`src/rtl/hilo_divider_pkg.sv`:
```
// Shared constants for the hi/lo divide unit.
// State encoding, divide-by-zero quotient and hi/lo read select.
package hilo_divider_pkg;

  localparam int DEF_WIDTH = 32;
  localparam int DEF_CNT_W = 5;

  localparam logic [1:0] ST_IDLE = 2'd0;
  localparam logic [1:0] ST_RUN  = 2'd1;
  localparam logic [1:0] ST_FIN  = 2'd2;

  localparam logic [DEF_WIDTH-1:0] DIV0_QUOTIENT = {DEF_WIDTH{1'b1}};

  localparam logic HILO_SEL_HI = 1'b1;
  localparam logic HILO_SEL_LO = 1'b0;

endpackage

```
`src/rtl/hilo_divider_div_step.sv`:
```
// One restoring-division iteration on magnitudes.
// Purely combinational; the caller owns all state.
module div_step #(
  parameter int WIDTH = 32
) (
  input  logic [WIDTH-1:0] rem,
  input  logic [WIDTH-1:0] quo,
  input  logic [WIDTH-1:0] divisor,
  output logic [WIDTH-1:0] rem_nxt,
  output logic [WIDTH-1:0] quo_nxt
);

  logic [WIDTH:0] shifted;
  logic           ge;

  // rem < divisor on entry, so the shifted value fits in WIDTH+1 bits
  always_comb begin
    shifted = {rem, quo[WIDTH-1]};
    ge      = (shifted >= {1'b0, divisor});
    rem_nxt = ge ? WIDTH'(shifted - {1'b0, divisor})
                 : shifted[WIDTH-1:0];
    quo_nxt = {quo[WIDTH-2:0], ge};
  end

endmodule

```
`src/rtl/hilo_divider.sv`:
```
// Iterative div/divu unit owning the hi/lo registers.
// Also accepts single-cycle mult writes and serves mfhi/mflo reads.
module hilo_divider
  import hilo_divider_pkg::*;
#(
  parameter int WIDTH = DEF_WIDTH,
  parameter int CNT_W = DEF_CNT_W
) (
  input  logic             clk,
  input  logic             reset,
  input  logic             start,
  input  logic             is_signed,
  input  logic [WIDTH-1:0] a,
  input  logic [WIDTH-1:0] b,
  input  logic             we,
  input  logic [WIDTH-1:0] wd0,
  input  logic [WIDTH-1:0] wd1,
  input  logic             ra,
  output logic [WIDTH-1:0] rd,
  output logic             busy,
  output logic             done
);

  logic [1:0]       state_q, state_d;
  logic [CNT_W-1:0] cnt_q, cnt_d;
  logic [WIDTH-1:0] rem_q, rem_d;
  logic [WIDTH-1:0] quo_q, quo_d;
  logic [WIDTH-1:0] dvsr_q, dvsr_d;
  logic [WIDTH-1:0] hi_q, hi_d;
  logic [WIDTH-1:0] lo_q, lo_d;
  logic             sgn_q, sgn_d;
  logic             a_neg_q, a_neg_d;
  logic             q_neg_q, q_neg_d;
  logic             div0_q, div0_d;

  logic [WIDTH-1:0] step_rem;
  logic [WIDTH-1:0] step_quo;
  logic             neg_rem;
  logic             neg_quo;

  div_step #(
    .WIDTH(WIDTH)
  ) u_step (
    .rem    (rem_q),
    .quo    (quo_q),
    .divisor(dvsr_q),
    .rem_nxt(step_rem),
    .quo_nxt(step_quo)
  );

  always_comb begin
    state_d = state_q;
    cnt_d   = cnt_q;
    rem_d   = rem_q;
    quo_d   = quo_q;
    dvsr_d  = dvsr_q;
    hi_d    = hi_q;
    lo_d    = lo_q;
    sgn_d   = sgn_q;
    a_neg_d = a_neg_q;
    q_neg_d = q_neg_q;
    div0_d  = div0_q;
    neg_rem = sgn_q & a_neg_q;
    neg_quo = sgn_q & q_neg_q;
    case (state_q)
      ST_IDLE: begin
        if (we) begin
          hi_d = wd1;
          lo_d = wd0;
        end
        if (start) begin
          sgn_d   = is_signed;
          a_neg_d = a[WIDTH-1];
          q_neg_d = a[WIDTH-1] ^ b[WIDTH-1];
          div0_d  = (b == '0);
          quo_d   = (is_signed && a[WIDTH-1]) ? -a : a;
          dvsr_d  = (is_signed && b[WIDTH-1]) ? -b : b;
          rem_d   = '0;
          cnt_d   = CNT_W'(WIDTH - 1);
          state_d = ST_RUN;
        end
      end
      ST_RUN: begin
        rem_d = step_rem;
        quo_d = step_quo;
        cnt_d = cnt_q - 1'b1;
        if (cnt_q == '0) state_d = ST_FIN;
      end
      ST_FIN: begin
        // Zero divisor leaves |a| in rem; undoing the magnitude restores a
        hi_d = neg_rem ? -rem_q : rem_q;
        if (div0_q) begin
          lo_d = WIDTH'(DIV0_QUOTIENT);
        end else begin
          lo_d = neg_quo ? -quo_q : quo_q;
        end
        state_d = ST_IDLE;
      end
      default: state_d = ST_IDLE;
    endcase
  end

  always_ff @(posedge clk) begin
    if (reset) begin
      state_q <= ST_IDLE;
      cnt_q   <= '0;
      rem_q   <= '0;
      quo_q   <= '0;
      dvsr_q  <= '0;
      hi_q    <= '0;
      lo_q    <= '0;
      sgn_q   <= 1'b0;
      a_neg_q <= 1'b0;
      q_neg_q <= 1'b0;
      div0_q  <= 1'b0;
    end else begin
      state_q <= state_d;
      cnt_q   <= cnt_d;
      rem_q   <= rem_d;
      quo_q   <= quo_d;
      dvsr_q  <= dvsr_d;
      hi_q    <= hi_d;
      lo_q    <= lo_d;
      sgn_q   <= sgn_d;
      a_neg_q <= a_neg_d;
      q_neg_q <= q_neg_d;
      div0_q  <= div0_d;
    end
  end

  assign rd   = (ra == HILO_SEL_HI) ? hi_q : lo_q;
  assign busy = (state_q == ST_RUN) || (state_q == ST_FIN);
  assign done = (state_q == ST_FIN);

endmodule

```
`config.mk`:
```
export PLATFORM = sky130hd
export DESIGN_NAME = hilo_divider
export DESIGN_NICKNAME = d
export VERILOG_FILES = /design/src/rtl/hilo_divider_pkg.sv /design/src/rtl/hilo_divider_div_step.sv /design/src/rtl/hilo_divider.sv
export SDC_FILE = /design/constraint.sdc
export NUM_CORES = 1
export LEC_CHECK = 0
export CAP_MARGIN = 0
export CORE_MARGIN = 2
export CORE_UTILIZATION = 35
export DETAILED_ROUTE_END_ITERATION = 12
export RECOVER_POWER = 50
export SYNTH_ARGS = -nofsm -noshare
export SYNTH_HDL_FRONTEND = slang
export SYNTH_SLANG_ARGS = --single-unit
```
`constraint.sdc`:
```
create_clock -name clk -period 2.7 [get_ports clk]
set_input_delay 0.27 -clock clk [delete_from_list [all_inputs] [get_ports clk]]
set_output_delay 0.27 -clock clk [all_outputs]
set_load 0.02 [all_outputs]
```
=== After elaboration in Yosys (flattened, before gate mapping) ===
Index checks and enable logic that the tools add are counted.

* Add/subtract/negate cells: 6
* Multipliers: 0
* Divide/modulo/power cells: 0
* Order comparisons: 1
* Equality and inequality tests: 5
* Shift operators: 0
* Multiplexer cells: 20
* Bitwise logic cells: 3
* Reductions and logical operators: 12

{| class="wikitable"
|+ Operators with widths
! cell !! count
|-
| 32-bit 2-to-1 mux || 11
|-
| 32-bit one-hot mux with 2 select lines || 4
|-
| 32-bit negator || 4
|-
| 33-bit by 32-bit >= comparator with 1-bit output || 1
|-
| 32-bit zero test || 1
|-
| 32-bit subtractor || 1
|-
| 5-bit one-hot mux with 2 select lines || 1
|-
| 2-bit AND reduction || 4
|-
| 2-bit inequality test (second input constant) || 3
|-
| 5-bit zero test || 1
|-
| 5-bit 2-to-1 mux || 1
|-
| 5-bit by 1-bit subtractor with 5-bit output (second input constant) || 1
|-
| 2-bit 2-to-1 mux || 2
|-
| 2-bit one-hot mux with 2 select lines || 1
|-
| 2-bit nonzero test || 2
|-
| 1-bit AND || 2
|-
| 2-bit by 1-bit equality test with 1-bit output (second input constant) || 1
|-
| 2-bit equality test (second input constant) || 1
|-
| 1-bit logical AND || 2
|-
| 2-bit zero test || 1
|-
| 1-bit logical OR || 1
|-
| 1-bit bitwise XOR || 1
|}

* Flip-flop bits (word level): 171
* Latch bits: 0
* Memory bits (writable): 0
* Memory bits (read-only): 0
* Input bits: 134
* Output and inout port bits: 34
* Word-level logic and storage cells: 58
* Memories: 0

=== Longest topological paths before layout ===
Gate-level depths: netlist (run 1).

* Word-level depth: 4
* Mapped depth: 13
* Mapped depth without buffers: 13

=== By module ===
A second synthesis (run 1) with hierarchy kept.

* Cells, all modules: 1593
* Area, all modules: 12519.5 sq um

{| class="wikitable"
|+ By module, submodules not included
! module !! instances !! cells each !! area an instance (sq um) !! seq. area each (sq um)
|-
| hilo_divider || 1 || 1235 || 9937.0 || 3423.3
|-
| div_step || 1 || 358 || 2582.5 || 0.0
|}

=== Worst setup path after synthesis (run 1) ===
Ideal clock, no wire load.

* Path type: register to register
* From: register rem_q[3]
* To: register rem_q[31]
* Setup time: 0.071 ns
* Arrival: 2.797 ns
* Required time: 2.629 ns
* Path slack: -0.168 ns
* Cell stages (with the launch flop): 12
* Buffers on the path: 1
* Period minus slack after synthesis: 2.868 ns
* Cell sequence: dfxtp_1 -> ha_1 -> clkbuf_1 -> a21o_1 -> a31oi_1 -> a2111oi_0 -> nor3b_1 -> o31ai_1 -> a21boi_1 -> o31ai_1 -> mux2_2 -> o21bai_1

* Cells in the longest elaborated chain, start to end: 3
* Elaborated cells on any way between the ends: 4
* Classes of those cells: add/sub: 1; order compare: 1; mux: 2

{| class="wikitable"
|+ RTL lines
! what !! RTL line !! RTL
|-
| from (decl) || hilo_divider.sv:26 || <nowiki>logic [WIDTH-1:0] rem_q, rem_d;</nowiki>
|-
| from (signal assigned) || hilo_divider.sv:119 || <nowiki>rem_q <= rem_d;</nowiki>
|-
| 32-bit subtractor / 33-bit by 32-bit >= comparator with 1-bit output (equally long branches) || hilo_divider_div_step.sv:20, hilo_divider_div_step.sv:19 ||
|-
| 32-bit 2-to-1 mux * || hilo_divider_div_step.sv:20 || <nowiki>rem_nxt = ge ? WIDTH'(shifted - {1'b0, divisor})</nowiki>
|-
| 32-bit one-hot mux with 2 select lines * || hilo_divider.sv:65 || <nowiki>case (state_q)</nowiki>
|}

Mark *: on every way between the ends. The rest lies on a longest branch, timed or not.
A chain may end at the register's enable or synchronous reset.

=== Worst setup path in the final report (run 1) ===
* From: register quo_q[31]
* To: register rem_q[28]

* Cells in the longest elaborated chain, start to end: 3
* Elaborated cells on any way between the ends: 4
* Classes of those cells: add/sub: 1; order compare: 1; mux: 2

{| class="wikitable"
|+ RTL lines
! what !! RTL line !! RTL
|-
| from (decl) || hilo_divider.sv:27 || <nowiki>logic [WIDTH-1:0] quo_q, quo_d;</nowiki>
|-
| from (signal assigned) || hilo_divider.sv:120 || <nowiki>quo_q <= quo_d;</nowiki>
|-
| 32-bit subtractor / 33-bit by 32-bit >= comparator with 1-bit output (equally long branches) || hilo_divider_div_step.sv:20, hilo_divider_div_step.sv:19 ||
|-
| 32-bit 2-to-1 mux * || hilo_divider_div_step.sv:20 ||
|-
| 32-bit one-hot mux with 2 select lines * || hilo_divider.sv:65 ||
|}

Marked as above.

==> impl_metrics.json, run 1 <==
{
  "clk_pin_slew_ns": 0.07,
  "utilization_pct": 50.1,
  "required_ns": 3.02,
  "design.core.area_sq_mm": 0.0333,
  "crit_fanout": 2,
  "power_w": 0.00902,
  "rows": 67,
  "slew_violations": 0,
  "max-slew-margin-rel_pct": 17.9,
  "final_cell_mix": "buf_4 (199), nand2_1 (188), nor2_1 (159), dfxtp_1 (157), a21oi_1 (156)",
  "clock_latency_ns": 0.44,
  "drc": 0,
  "synth_edf_count": 0,
  "viasPerCell": 5.33,
  "status": "finished with violations",
  "synthesis.area_sq_mm": 0.0118,
  "cts_sinks": 171,
  "fin_nets": 2028,
  "design_area_sq_mm": 0.0167,
  "fp.dieH_um": 187,
  "syn_nets": 1732,
  "fin_crit_ns": 2.80,
  "fp.dieW_um": 187,
  "final_layout_size_suffix_gt1_share_pct": 22.1,
  "place.gp.congestion": 0.900,
  "first_pass_iters": 5,
  "hp-class": "in -> reg",
  "num_io_pins": 168,
  "grt_max_degree": 107,
  "ys_seq_area_share_pct": 29.1,
  "area_growth_pct": 41.7,
  "rsz0062_at_grt": "true",
  "dieArea_sq_mm": 0.0351,
  "clock-root-buffer": "clkbuf_16",
  "startpoint_type": "flop",
  "async_flop_share_pct": 0,
  "clk_path_buf_depth": 2,
  "ys_ff_latch": 171,
  "arrival_ns": 3.12,
  "syn_inst": 1556,
  "yosys_warnings": 0,
  "synth_top_area_cell": "dfxtp_1",
  "fin_crit_sh_pct": 104,
  "fill_cells": 3209,
  "grt_pass1_wl_um": 62400,
  "multi_input_area_sq_mm": 0.00842,
  "syn_avg_cell_area_sq_um": 7.55,
  "maxCapViolations": 0,
  "gr-usage-all-layers_pct": 22.0,
  "fmax_mhz": 358,
  "violations": "setup timing",
  "power_per_cell_area_mw_per_mm2": 541,
  "place_area_sq_mm": 0.0152,
  "io_buffers": 167,
  "final_common_cell": "buf_4",
  "finalWorstSetupSlack_ns": -0.0955,
  "dp_hpwl_um": 29800,
  "setup_violations": 6,
  "worst_ir_drop_vdd_mv": 0.452,
  "ff_latch_area_sq_mm": 0.00344,
  "drt-initial-drc-count": 974,
  "numCtsBuffers": 17,
  "htreeDepth": 4,
  "hold_viol_final": 0,
  "drt_wl_total_um": 40000,
  "vias": 12300,
  "worstSetupPathType": "reg -> reg",
  "antenna_found_initial": 1,
  "cts_tree": "done",
  "antenna_cells": 0,
  "synth_top_area_share_pct": 29.1,
  "endpoint_kind": "flop",
  "synth_top_flop_cell": "dfxtp_1",
  "p_leak_nw": 6.59,
  "gr-total-overflow": 0,
  "ant_nets": 0,
  "worstMarginPinSlew_ns": 1.23,
  "synth_area_leaders": "dfxtp_1 (29%), a21oi_1 (7.2%), nand2_1 (6.0%), xnor2_1 (5.9%), nor2_1 (5.4%)",
  "routedWlPerCell_um": 17.3,
  "synth.distinct_cells": 67,
  "grt_pass1_vias": 11600,
  "start_util_pct": 35.3,
  "fin_skew_ns": 0.0148
}
-- path summary, 6_finish.rpt --
kind	cells past startpoint	endpoint	start	slack, ns
setup / recovery	13	rem_q[28]	quo_q[31]	-0.1
hold / removal	2	div0_q	reset	0.25
setup reg to reg	13	rem_q[28]	quo_q[31]	-0.1
hold reg to reg	2	lo_q[15]	lo_q[15]	0.45
-- Yosys cell counts, types with 12 or more instances --
library cell,n
a21oi_1,170
ha_1,41
dfxtp_1,171
nor4_1,22
xnor2_1,79
inv_1,55
xor2_1,62
o31ai_1,18
nand2_1,189
o21ai_1,26
nand3_1,14
clkbuf_1,94
nor3_1,20
nor2_1,169
or4_1,14
a21o_1,17
o221ai_1,29
mux2i_1,27
mux2_2,34
a211oi_1,62
o21ai_0,81
nand2b_1,13
and2_1,14
a311oi_1,12
-- cells by family after synthesis --
family | after synthesis | synth area share (%)
AOI/OAI and AO/OA | 476 | 25.5
xor gates and xnor gates | 141 | 10.5
adders and majority gates | 42 | 4.53
buffers and inverters | 162 | 5.26
DFF | 171 | 29.1
muxes | 61 | 5.56
and+or+nand+nor | 503 | 19.5
-- per-layer routing --
metal,track usage (%),wire length [um],vias up
li1,-,-,6155
met1,30.3,18800,5780
met2,35.2,18100,331
met3,3.38,2040,52
met4,6.90,1030,2
met5,0,8,-
-- flip-flops by register name (all words and copies together), names as in the netlist --
name	count
state_q	2
a_neg_q	1
sgn_q	1
cnt_q	5
dvsr_q	32
q_neg_q	1
rem_q	32
div0_q	1
lo_q	32
hi_q	32
quo_q	32
-- worst max-delay path, cell delays in order (launching register included) --
cell	delay, ns
dfxtp_2	0.33
inv_2	0.07
ha_4	0.13
inv_2	0.04
fa_2	0.35
a21o_1	0.19
a311oi_2	0.32
o21ai_1	0.14
a221oi_2	0.40
o21ai_2	0.11
a41oi_2	0.22
buf_4	0.14
xor2_1	0.16
o21ai_1	0.08
-- cell type report --
class | instances | share of cell area, %
clock inverters | 14 | 1.04
well taps | 448 | 3.36
inverters | 55 | 1.24
multi-input cells | 1223 | 50.5
flip-flops and latches | 171 | 20.7
clock buffers | 18 | 2.64
repair buffers | 384 | 20.5
-- timing repair --
action                                  in CTS  in global routing
pin swaps                                   18                 49
gates resized for setup                     32                122
gates cloned                                 0                  2
endpoints found under the setup margin      24                 49
hold endpoints to repair                     0                  0
buffers inserted                             8                 13
hold buffers                                 0                  0
-- where the power goes --
group | switching [W] | internal (W) | leakage [nW] | total, W
logic | 0.00183 | 0.00154 | 4.89 | 0.00337
registers | 0.000232 | 0.00282 | 1.41 | 0.00305
clock network | 0.00124 | 0.00135 | 0.293 | 0.00260
total | 0.00330 | 0.00571 | 6.59 | 0.00902
-- stage by stage --
step | setup TNS (ns) | std cells | hold WS, ns | setup slack, ns
after floorplan | -0.00464 | 1556 | 0.406 | -0.00464
after global placement | -3.31 | 2258 | 0.437 | -0.354
after detailed placement | -4.69 | 2258 | 0.444 | -0.337
after CTS | -0.0670 | 2298 | 0.251 | -0.0366
after global routing | -2.14 | 2313 | 0.260 | -0.181
final | -0.276 | 2313 | 0.255 | -0.0955
Note: power is estimated with default switching activity, not from simulation.
==> inputs of run 2 (changes only) <==
--- a/config.mk
+++ b/config.mk
@@ -10,6 +10,7 @@
 export CORE_UTILIZATION = 35
 export DETAILED_ROUTE_END_ITERATION = 12
 export RECOVER_POWER = 50
+export SLEW_MARGIN = 40
 export SYNTH_ARGS = -nofsm -noshare
 export SYNTH_HDL_FRONTEND = slang
 export SYNTH_SLANG_ARGS = --single-unit
==> impl_metrics.json, run 2 (same netlist as run 1, synthesis figures left out) <==
{
  "vias": 12200,
  "grt_pass1_wl_um": 62000,
  "r2r_slack_ns": -0.04,
  "gr-total-overflow": 0,
  "slew_violations": 0,
  "start_util_pct": 35.3,
  "holdCritStartpoint": "reset",
  "maxCapViolations": 0,
  "design.core.area_sq_mm": 0.0333,
  "finalWorstSetupSlack_ns": -0.0370,
  "status": "finished with violations",
  "crit_fanout": 3,
  "ant_nets": 0,
  "worst_ir_drop_vdd_mv": 0.423,
  "max-slew-margin-rel_pct": 20.9,
  "hold_viol_final": 0,
  "drt_wl_total_um": 39600,
  "place_inst": 2258,
  "hp-class": "in -> reg",
  "place.gp.congestion": 0.900,
  "reg2regPathDepth": 10,
  "cts_sinks": 171,
  "antenna_found_initial": 1,
  "antenna_cells": 0,
  "drc": 0,
  "viasPerCell": 5.30,
  "grt_max_degree": 107,
  "p_leak_nw": 6.53,
  "dieArea_sq_mm": 0.0351,
  "fin_crit_sh_pct": 101,
  "whs_path_depth": 2,
  "required_ns": 3.00,
  "cts_tree": "done",
  "drt-initial-drc-count": 860,
  "min_delay_worst_endpoint": "div0_q",
  "rsz0062_at_grt": "true",
  "htreeDepth": 4,
  "area_growth_pct": 41.8,
  "ff_latch_area_sq_mm": 0.00344,
  "clk_path_buf_depth": 2,
  "fp.dieH_um": 187,
  "fp.dieW_um": 187,
  "clk_pin_slew_ns": 0.08,
  "gr-usage-all-layers_pct": 21.8,
  "arrival_ns": 3.03,
  "startpoint_type": "flop",
  "rows": 67,
  "final_layout_size_suffix_gt1_share_pct": 22.4,
  "utilization_pct": 50.1,
  "worstMarginPinSlew_ns": 1.19,
  "grt_pass1_vias": 11500,
  "final_common_cell": "buf_4",
  "first_pass_iters": 5,
  "fin_skew_ns": 0.0126,
  "power_per_cell_area_mw_per_mm2": 535,
  "clock_latency_ns": 0.43,
  "io_buffers": 167,
  "num_io_pins": 168,
  "setup_violations": 2,
  "numCtsBuffers": 17,
  "multi_input_area_sq_mm": 0.00844,
  "routedWlPerCell_um": 17.1,
  "final_cell_mix": "buf_4 (200), nand2_1 (188), clkdlybuf4s50_1 (166), nor2_1 (161), dfxtp_1 (155)",
  "fmax_mhz": 365,
  "worstSetupPathType": "reg -> reg",
  "dp_hpwl_um": 29700,
  "endpoint_kind": "flop",
  "fill_cells": 3136,
  "hold_buffers": 0,
  "instances_no_fill": 2310,
  "fin_crit_ns": 2.74,
  "r2r_end": "lo_q[29]",
  "violations": "setup timing",
  "r2r-start": "quo_q[3]",
  "fin_nets": 2025,
  "clock-root-buffer": "clkbuf_16"
}
[run 2: layout make-up]
cell class                      instances  share of cell area, %
Clock buffer                           18                   2.64
Clock inverter                         14                  0.886
Inverter                               55                   1.24
Multi-Input combinational cell       1223                   50.6
Sequential cell                       171                   20.7
Tap cell                              448                   3.36
Timing Repair Buffer                  381                   20.6
[run 2: timing repair]
item | CTS | global route
hold endpoints to repair | 0 | 0
pin swaps | 16 | 46
cloned | 0 | 2
buffers inserted | 6 | 12
resized for setup | 34 | 122
setup endpoints to repair | 21 | 53
[run 2: worst max-delay path by stage]
stage	slack [ns]	cells after the start	to	from
final	-0.04	10	lo_q[29]	quo_q[3]
after global routing	-0.17	12	quo_q[0]	dvsr_q[24]
after CTS	-0.04	10	lo_q[29]	quo_q[0]
after detailed placement	-0.34	9	quo_q[31]	a[6]
after global placement	-0.35	9	quo_q[31]	a[6]
after floorplan	-0.005	10	rem_q[31]	rem_q[0]
[run 2: power breakdown]
group / switching (W) / internal (W) / total (W)
clock: 0.00122 / 0.00126 / 0.00248
combinational: 0.00181 / 0.00157 / 0.00338
sequential: 0.000232 / 0.00282 / 0.00306
[run 2: critical path, cell delays in order (launching register included)]
cell,delay (ns)
dfxtp_2,0.33
or4_4,0.53
or4_4,0.53
nor2_4,0.12
and4b_2,0.31
nand2b_4,0.08
buf_6,0.12
o31ai_4,0.16
xnor2_1,0.09
o221ai_1,0.22
a21oi_1,0.10
[run 2: per-layer routing]
layer	GRT usage [%]	wire, um	vias to the layer above
met5	0	12	-
met4	6.78	975	2
met3	3.53	2280	49
met2	34.7	17900	368
met1	30.2	18400	5691
li1	-	-	6139
[run 2: per-stage QoR]
step                      area (sq um)  total power [W]  setup TNS [ns]  hold WS [ns]  setup WS, ns
after floorplan                  11800          0.00490        -0.00464         0.406      -0.00464
after global placement           15200          0.00615           -3.31         0.437        -0.354
after detailed placement         15200          0.00619           -4.51         0.444        -0.340
after CTS                        16000          0.00877         -0.0361         0.253       -0.0361
after global routing             16700          0.00941           -1.13         0.259        -0.170
final                            16700          0.00892         -0.0422         0.261       -0.0370
